==> config.mk <==
export PLATFORM = sky130hd
export DESIGN_NAME = combin_stream_arb
export DESIGN_NICKNAME = d
export VERILOG_FILES = /design/src/rtl/combin_arb_pkg.sv /design/src/rtl/combin_stream_arb_rr_arbiter.sv /design/src/rtl/combin_stream_arb.sv
export SDC_FILE = /design/constraint.sdc
export NUM_CORES = 1
export LEC_CHECK = 0
export ABC_AREA = 0
export ABC_CLOCK_PERIOD_IN_PS = 2400
export CAP_MARGIN = 10
export CORE_AREA = 4 4 50 52
export CTS_CLUSTER_DIAMETER = 30
export DETAILED_ROUTE_END_ITERATION = 6
export DIE_AREA = 0 0 54 56
export PLACE_DENSITY = 0.8
export RECOVER_POWER = 50
export SLEW_MARGIN = 20
export SYNTH_ARGS = -nofsm -noshare
export SYNTH_HDL_FRONTEND = slang
export SYNTH_SLANG_ARGS = --single-unit
export TNS_END_PERCENT = 10
==> constraint.sdc <==
create_clock -name clock -period 2.4 [get_ports clock]
set_input_delay 0.72 -clock clock [delete_from_list [all_inputs] [get_ports clock]]
set_output_delay 0.72 -clock clock [all_outputs]
set_load 0.05 [all_outputs]
==> src/rtl/combin_arb_pkg.sv <==
// Shared types and helpers for the combiner stream arbiter: FSM states,
// width derivation and the round-robin search.
package combin_arb_pkg;

  localparam int MAX_REQ = 16;

  typedef enum logic [1:0] {IDLE, GRANT, PAD} state_t;

  // Index width that never collapses to zero bits for single-entry ranges.
  function automatic int width_of(input int n);
    return (n <= 1) ? 1 : $clog2(n);
  endfunction

  // First set bit of req searching upward from ptr+1 with wrap over n entries.
  function automatic logic [3:0] rr_pick(input logic [MAX_REQ-1:0] req,
                                         input logic [3:0] ptr,
                                         input int n);
    logic [3:0] win;
    logic [3:0] idx;
    logic       found;
    win   = '0;
    found = 1'b0;
    for (int k = 1; k <= MAX_REQ; k++) begin
      idx = 4'((int'(ptr) + k) % n);
      if (k <= n && !found && req[idx]) begin
        win   = idx;
        found = 1'b1;
      end
    end
    return win;
  endfunction

endpackage

==> src/rtl/combin_stream_arb_rr_arbiter.sv <==
// Round-robin pick: combinational winner from the request vector and a
// registered last-winner pointer that advances only when load is asserted.
module rr_arbiter
  import combin_arb_pkg::*;
#(
  parameter  int NREQ = 4,
  localparam int IW   = width_of(NREQ)
) (
  input  logic            clock,
  input  logic            rst_n,
  input  logic [NREQ-1:0] req,
  input  logic            load,
  output logic [IW-1:0]   winner,
  output logic            any
);

  logic [IW-1:0] ptr;
  logic [3:0]    pick;

  assign pick   = rr_pick(MAX_REQ'(req), 4'(ptr), NREQ);
  assign winner = IW'(pick);
  assign any    = |req;

  // Pointer starts at the top entry so entry 0 is preferred after reset.
  always_ff @(posedge clock or negedge rst_n) begin
    if (!rst_n) begin
      ptr <= IW'(NREQ - 1);
    end else if (load) begin
      ptr <= winner;
    end
  end

endmodule

==> src/rtl/combin_stream_arb.sv <==
// Packet-atomic round-robin arbiter feeding one width combiner; pads short
// packet tails with PAD_VAL beats so every packet ends on a word boundary.
module combin_stream_arb
  import combin_arb_pkg::*;
#(
  parameter  int               DSIZE   = 1,
  parameter  int               NSIZE   = 8,
  parameter  int               NREQ    = 4,
  parameter  logic [DSIZE-1:0] PAD_VAL = '0,
  localparam int               IW      = width_of(NREQ),
  localparam int               CW      = width_of(NSIZE)
) (
  input  logic                  clock,
  input  logic                  rst_n,
  input  logic [NREQ*DSIZE-1:0] req_data,
  input  logic [NREQ-1:0]       req_vld,
  input  logic [NREQ-1:0]       req_last,
  output logic [NREQ-1:0]       req_ready,
  output logic [DSIZE-1:0]      cmb_wr_data,
  output logic                  cmb_wr_vld,
  output logic                  cmb_wr_last,
  output logic                  cmb_wr_align_last,
  input  logic                  cmb_wr_ready,
  output logic [IW-1:0]         gnt_id,
  output logic                  busy,
  output logic                  pkt_done
);

  localparam logic [CW-1:0] LAST_CNT = CW'(NSIZE - 1);

  state_t            state;
  logic [CW-1:0]     beat_cnt;
  logic [IW-1:0]     winner;
  logic              any;
  logic              sel_vld;
  logic              sel_last;
  logic [DSIZE-1:0]  sel_data;
  logic [NREQ-1:0]   gnt_onehot;
  logic              at_end;
  logic              accept;

  rr_arbiter #(.NREQ(NREQ)) u_rr (
    .clock  (clock),
    .rst_n  (rst_n),
    .req    (req_vld),
    .load   (state == IDLE && any),
    .winner (winner),
    .any    (any)
  );

  always_comb begin
    sel_vld    = 1'b0;
    sel_last   = 1'b0;
    sel_data   = '0;
    gnt_onehot = '0;
    for (int i = 0; i < NREQ; i++) begin
      if (gnt_id == IW'(i)) begin
        sel_vld       = req_vld[i];
        sel_last      = req_last[i];
        sel_data      = req_data[i*DSIZE +: DSIZE];
        gnt_onehot[i] = 1'b1;
      end
    end
  end

  assign at_end = (beat_cnt == LAST_CNT);

  // Outputs decode straight from the state register, so reset clears them at once.
  always_comb begin
    cmb_wr_vld  = 1'b0;
    cmb_wr_data = '0;
    cmb_wr_last = 1'b0;
    req_ready   = '0;
    unique case (state)
      GRANT: begin
        cmb_wr_vld  = sel_vld;
        cmb_wr_data = sel_data;
        cmb_wr_last = sel_last & at_end;
        req_ready   = cmb_wr_ready ? gnt_onehot : '0;
      end
      PAD: begin
        cmb_wr_vld  = 1'b1;
        cmb_wr_data = PAD_VAL;
        cmb_wr_last = at_end;
      end
      default: ;
    endcase
  end

  assign cmb_wr_align_last = cmb_wr_last;
  assign accept            = cmb_wr_vld & cmb_wr_ready;
  assign busy              = (state != IDLE);

  always_ff @(posedge clock or negedge rst_n) begin
    if (!rst_n) begin
      state    <= IDLE;
      beat_cnt <= '0;
      gnt_id   <= '0;
      pkt_done <= 1'b0;
    end else begin
      pkt_done <= 1'b0;
      unique case (state)
        IDLE: begin
          if (any) begin
            gnt_id <= winner;
            state  <= GRANT;
          end
        end
        GRANT: begin
          if (accept) begin
            if (sel_last && at_end) begin
              beat_cnt <= '0;
              state    <= IDLE;
              pkt_done <= 1'b1;
            end else if (sel_last) begin
              beat_cnt <= beat_cnt + CW'(1);
              state    <= PAD;
            end else begin
              beat_cnt <= at_end ? '0 : beat_cnt + CW'(1);
            end
          end
        end
        PAD: begin
          if (accept) begin
            if (at_end) begin
              beat_cnt <= '0;
              state    <= IDLE;
              pkt_done <= 1'b1;
            end else begin
              beat_cnt <= beat_cnt + CW'(1);
            end
          end
        end
        default: state <= IDLE;
      endcase
    end
  end

endmodule

==> metrics.md <==
| Metric | Value |
|---|---|
| Sequential-to-total area share from yosys stat | 32.9% |
| IO Port Bufs | 26 |
| WP data required | 1680 ps |
| Cell area power density | 1270 nW/um2 |
| Layout cell share with drive strength beyond 1 | 41.2% |
| Sw Pwr | 717 uW |
| Worst reg2reg path startpoint | beat_cnt[0] |
| Post-route ant nets | 0 |
| Worst-Skew Late Latency | 260 ps |
| Final hold violation count | 0 |
| Initial DRC Count | 14 |
| CTS sink count | 10 |
| Max-Cap Viols | 0 |
| DR pass1 iterations | 4 |
| Worst Path Max Fanout | 3 |
| FMAX | 387 MHz |
| R2R Setup Slk | 530 ps |
| Yosys cell types | 36 |
| Synth area leaders | dfrtp_1 26%, ha_1 8.1%, dfstp_2 6.8%, mux4_2 5.9%, mux2_4 3.9% |
| Hold crit path type | flip-flop to flip-flop |
| Setup CP Type | input pin to output pin |
| RSZ-0062 raised after global routing | true |
| Die Footprint | 3020 um2 |
| Finished Layout Cells | 142 |
| Mapped Avg Cell Area | 10.4 um2 |
| Critical Path Start Type | input pin |
| Nets | 135 |
| Layout fillers | 173 |
| Final period utilization | 108% |
| Yosys top cell area share | 26.1% |
| GP Congestion | 0.800 |
| Die W | 54 um |
| Worst Path Arrival | 1870 ps |
| Clock group share of total power | 7.9% |
| Initial antenna violation count | 0 |
| Clock transition at path regs | 70 ps |
| VDD IR-drop max | 0.000698 V |
| Post-route minimum period | 2590 ps |
| Vias/cell | 5.13 |
| Post-Synthesis Cells | 74 |
| Detail Placement HPWL | 1.53 mm |
| Crit path from | req_last[3] |
| CP endpoint kind | output pin |
| Inst Count DP | 136 |
| Initial Util | 36.5% |
| Gr usage total | 14.3% |
| I/O pins | 27 |
| Ys flop type | dfrtp_1 |
| Worst Hold Launch | beat_cnt[1] |
| Lkg Pwr | 0.000600 uW |
| Internal Power | 844 uW |
| Pre-CTS setup slack | -533 ps |
| H-tree levels | 1 |
| Yosys top cell by area | dfrtp_1 |
| Slew Viols, Final | 0 |
| Run status | finished with violations |
| Ant diodes | 0 |
| CTS tree | done |
| Core Region | 2110 um2 |
| Worst setup slack after layout | -186 ps |
| Number of enable flip-flop cells after synthesis | 0 |
| #FFs+latches synth | 10 |
| Logic pwr share | 70.2% |
| Critical R2R Capture | state[1] |
| Vias post-DR | 729 |
| Synth Cell Area | 768 um2 |
| Clock Path Buffers | 2 |
| Hold Path Sink | beat_cnt[1] |
| Warnings, synthesis | 0 |
| Number of global-route vias before repair | 704 |
| Std-Cell Rows | 17 |
| Sequential fraction of design power | 22.0% |
| Drt total wl | 1.90 mm |
| Clock Skew | 6.41 ps |
| Sw Ratio | 45.9% |
| Global route total overflow | 0 |
| Synth-to-Final Area Change | 59.8% |
| Fin Hold WS | 520 ps |
| # setup viols final | 3 |
| Routed WL per cell | 13.4 um |
| DRC | 0 |
| Reg2reg path depth | 5 |
| Worst-margin pin slew | 513 ps |
| Final core occ | 58.3% |
| Largest net degree at the start of global routing | 11 |
| Fraction of registers with async set/reset | 100% |
| Hold depth | 2 |
| Root Buffer | clkbuf_4 |
| Worst rel slew slack | 65.7% |
| Total nets after synthesis | 94 |
| Die height | 56 um |
| Failing checks | setup timing |
| First-pass GRT wire length | 3.31 mm |
| Total CTS buffers | 3 |
| Setup Total Neg Slack | -460 ps |
| Cts hold-fix bufs | 0 |
==> kinds of logic (layout without fill, tap and decap cells) <==
kind of cell | count (synthesis) | count (layout) | synth area share (%)
xor+xnor | 1 | 1 | 1.14
simple gates | 26 | 26 | 19.1
fa+ha+maj | 5 | 5 | 8.14
mux | 7 | 7 | 15.8
flops | 10 | 10 | 32.9
compound gates | 18 | 18 | 18.1
buf+inv | 7 | 47 | 4.89
==> metal layers <==
metal	routed length (um)	part of all wire, %	track usage [%]
met4	0	0	4.27
met2	983	52	22.1
met3	97	5.1	2.41
met1	819	43	20.0
met5	0	0	0
==> placed cells by master (no fill, tap or decap), drive strengths merged, types with 3 or more instances in the layout <==
cell          count
a21oi             3
and2              3
buf              25
clkbuf            7
dfrtp             8
dlymetal6s2s      5
ha                5
inv               5
mux4              3
nand2             3
nor2              6
nor2b             4
nor3              4
o21ai             4
==> registers in the layout (all words and copies together), names as in the netlist <==
| name | cells |
|---|---|
| pkt_done | 1 |
| beat_cnt | 3 |
| gnt_id | 2 |
| u_rr.ptr | 2 |
| state | 2 |
==> how the worst max path moves through the flow <==
stage,end,cells after the start,slack [ps]
final,cmb_wr_align_last,5,-190
after global routing,cmb_wr_last,5,-210
after CTS,cmb_wr_last,5,-220
after detailed placement,cmb_wr_last,5,-530
after global placement,cmb_wr_align_last,5,-520
after floorplan,req_ready[0],4,-180
==> stage by stage <==
stage / instance area [um2] / power (uW)
after floorplan: 788 / 1060
after global placement: 1160 / 1360
after detailed placement: 1160 / 1380
after CTS: 1190 / 1550
after global routing: 1230 / 1680
final: 1230 / 1560
==> power groups by stage <==
stage                     registers [uW]  logic, uW  clock network (uW)
after floorplan                      378        687                   0
after global placement               339       1020                   0
after detailed placement             343       1040                   0
after CTS                            342       1080                 132
after global routing                 357       1190                 141
final                                343       1090                 123
==> final cells by class <==
class | count | area [um2] | area share, %
multi-input cells | 57 | 495 | 40.4
repair buffers | 38 | 398 | 32.4
flip-flops and latches | 10 | 254 | 20.7
inverters | 5 | 18.8 | 1.53
well taps | 28 | 35.0 | 2.85
clock buffers | 4 | 26.3 | 2.14
==> repair_timing <==
action	in CTS	in global routing
resized for setup	39	9
buffers inserted	0	2
setup endpoints to repair	8	6
pin swaps	2	2
==> cells in the mapped netlist (all sizes together) (3+ instances only) <==
cell	n
dfrtp	8
nor2	6
ha	5
inv	5
nor2b	4
nor3	4
o21ai	4
a21oi	3
and2	3
mux4	3
nand2	3
==> worst max-delay path, stage by stage <==
cell	delay [ps]
buf_6	90
mux4_2	500
and2_4	170
o211a_4	240
buf_8	150
Power figures use the tool's default switching activity.
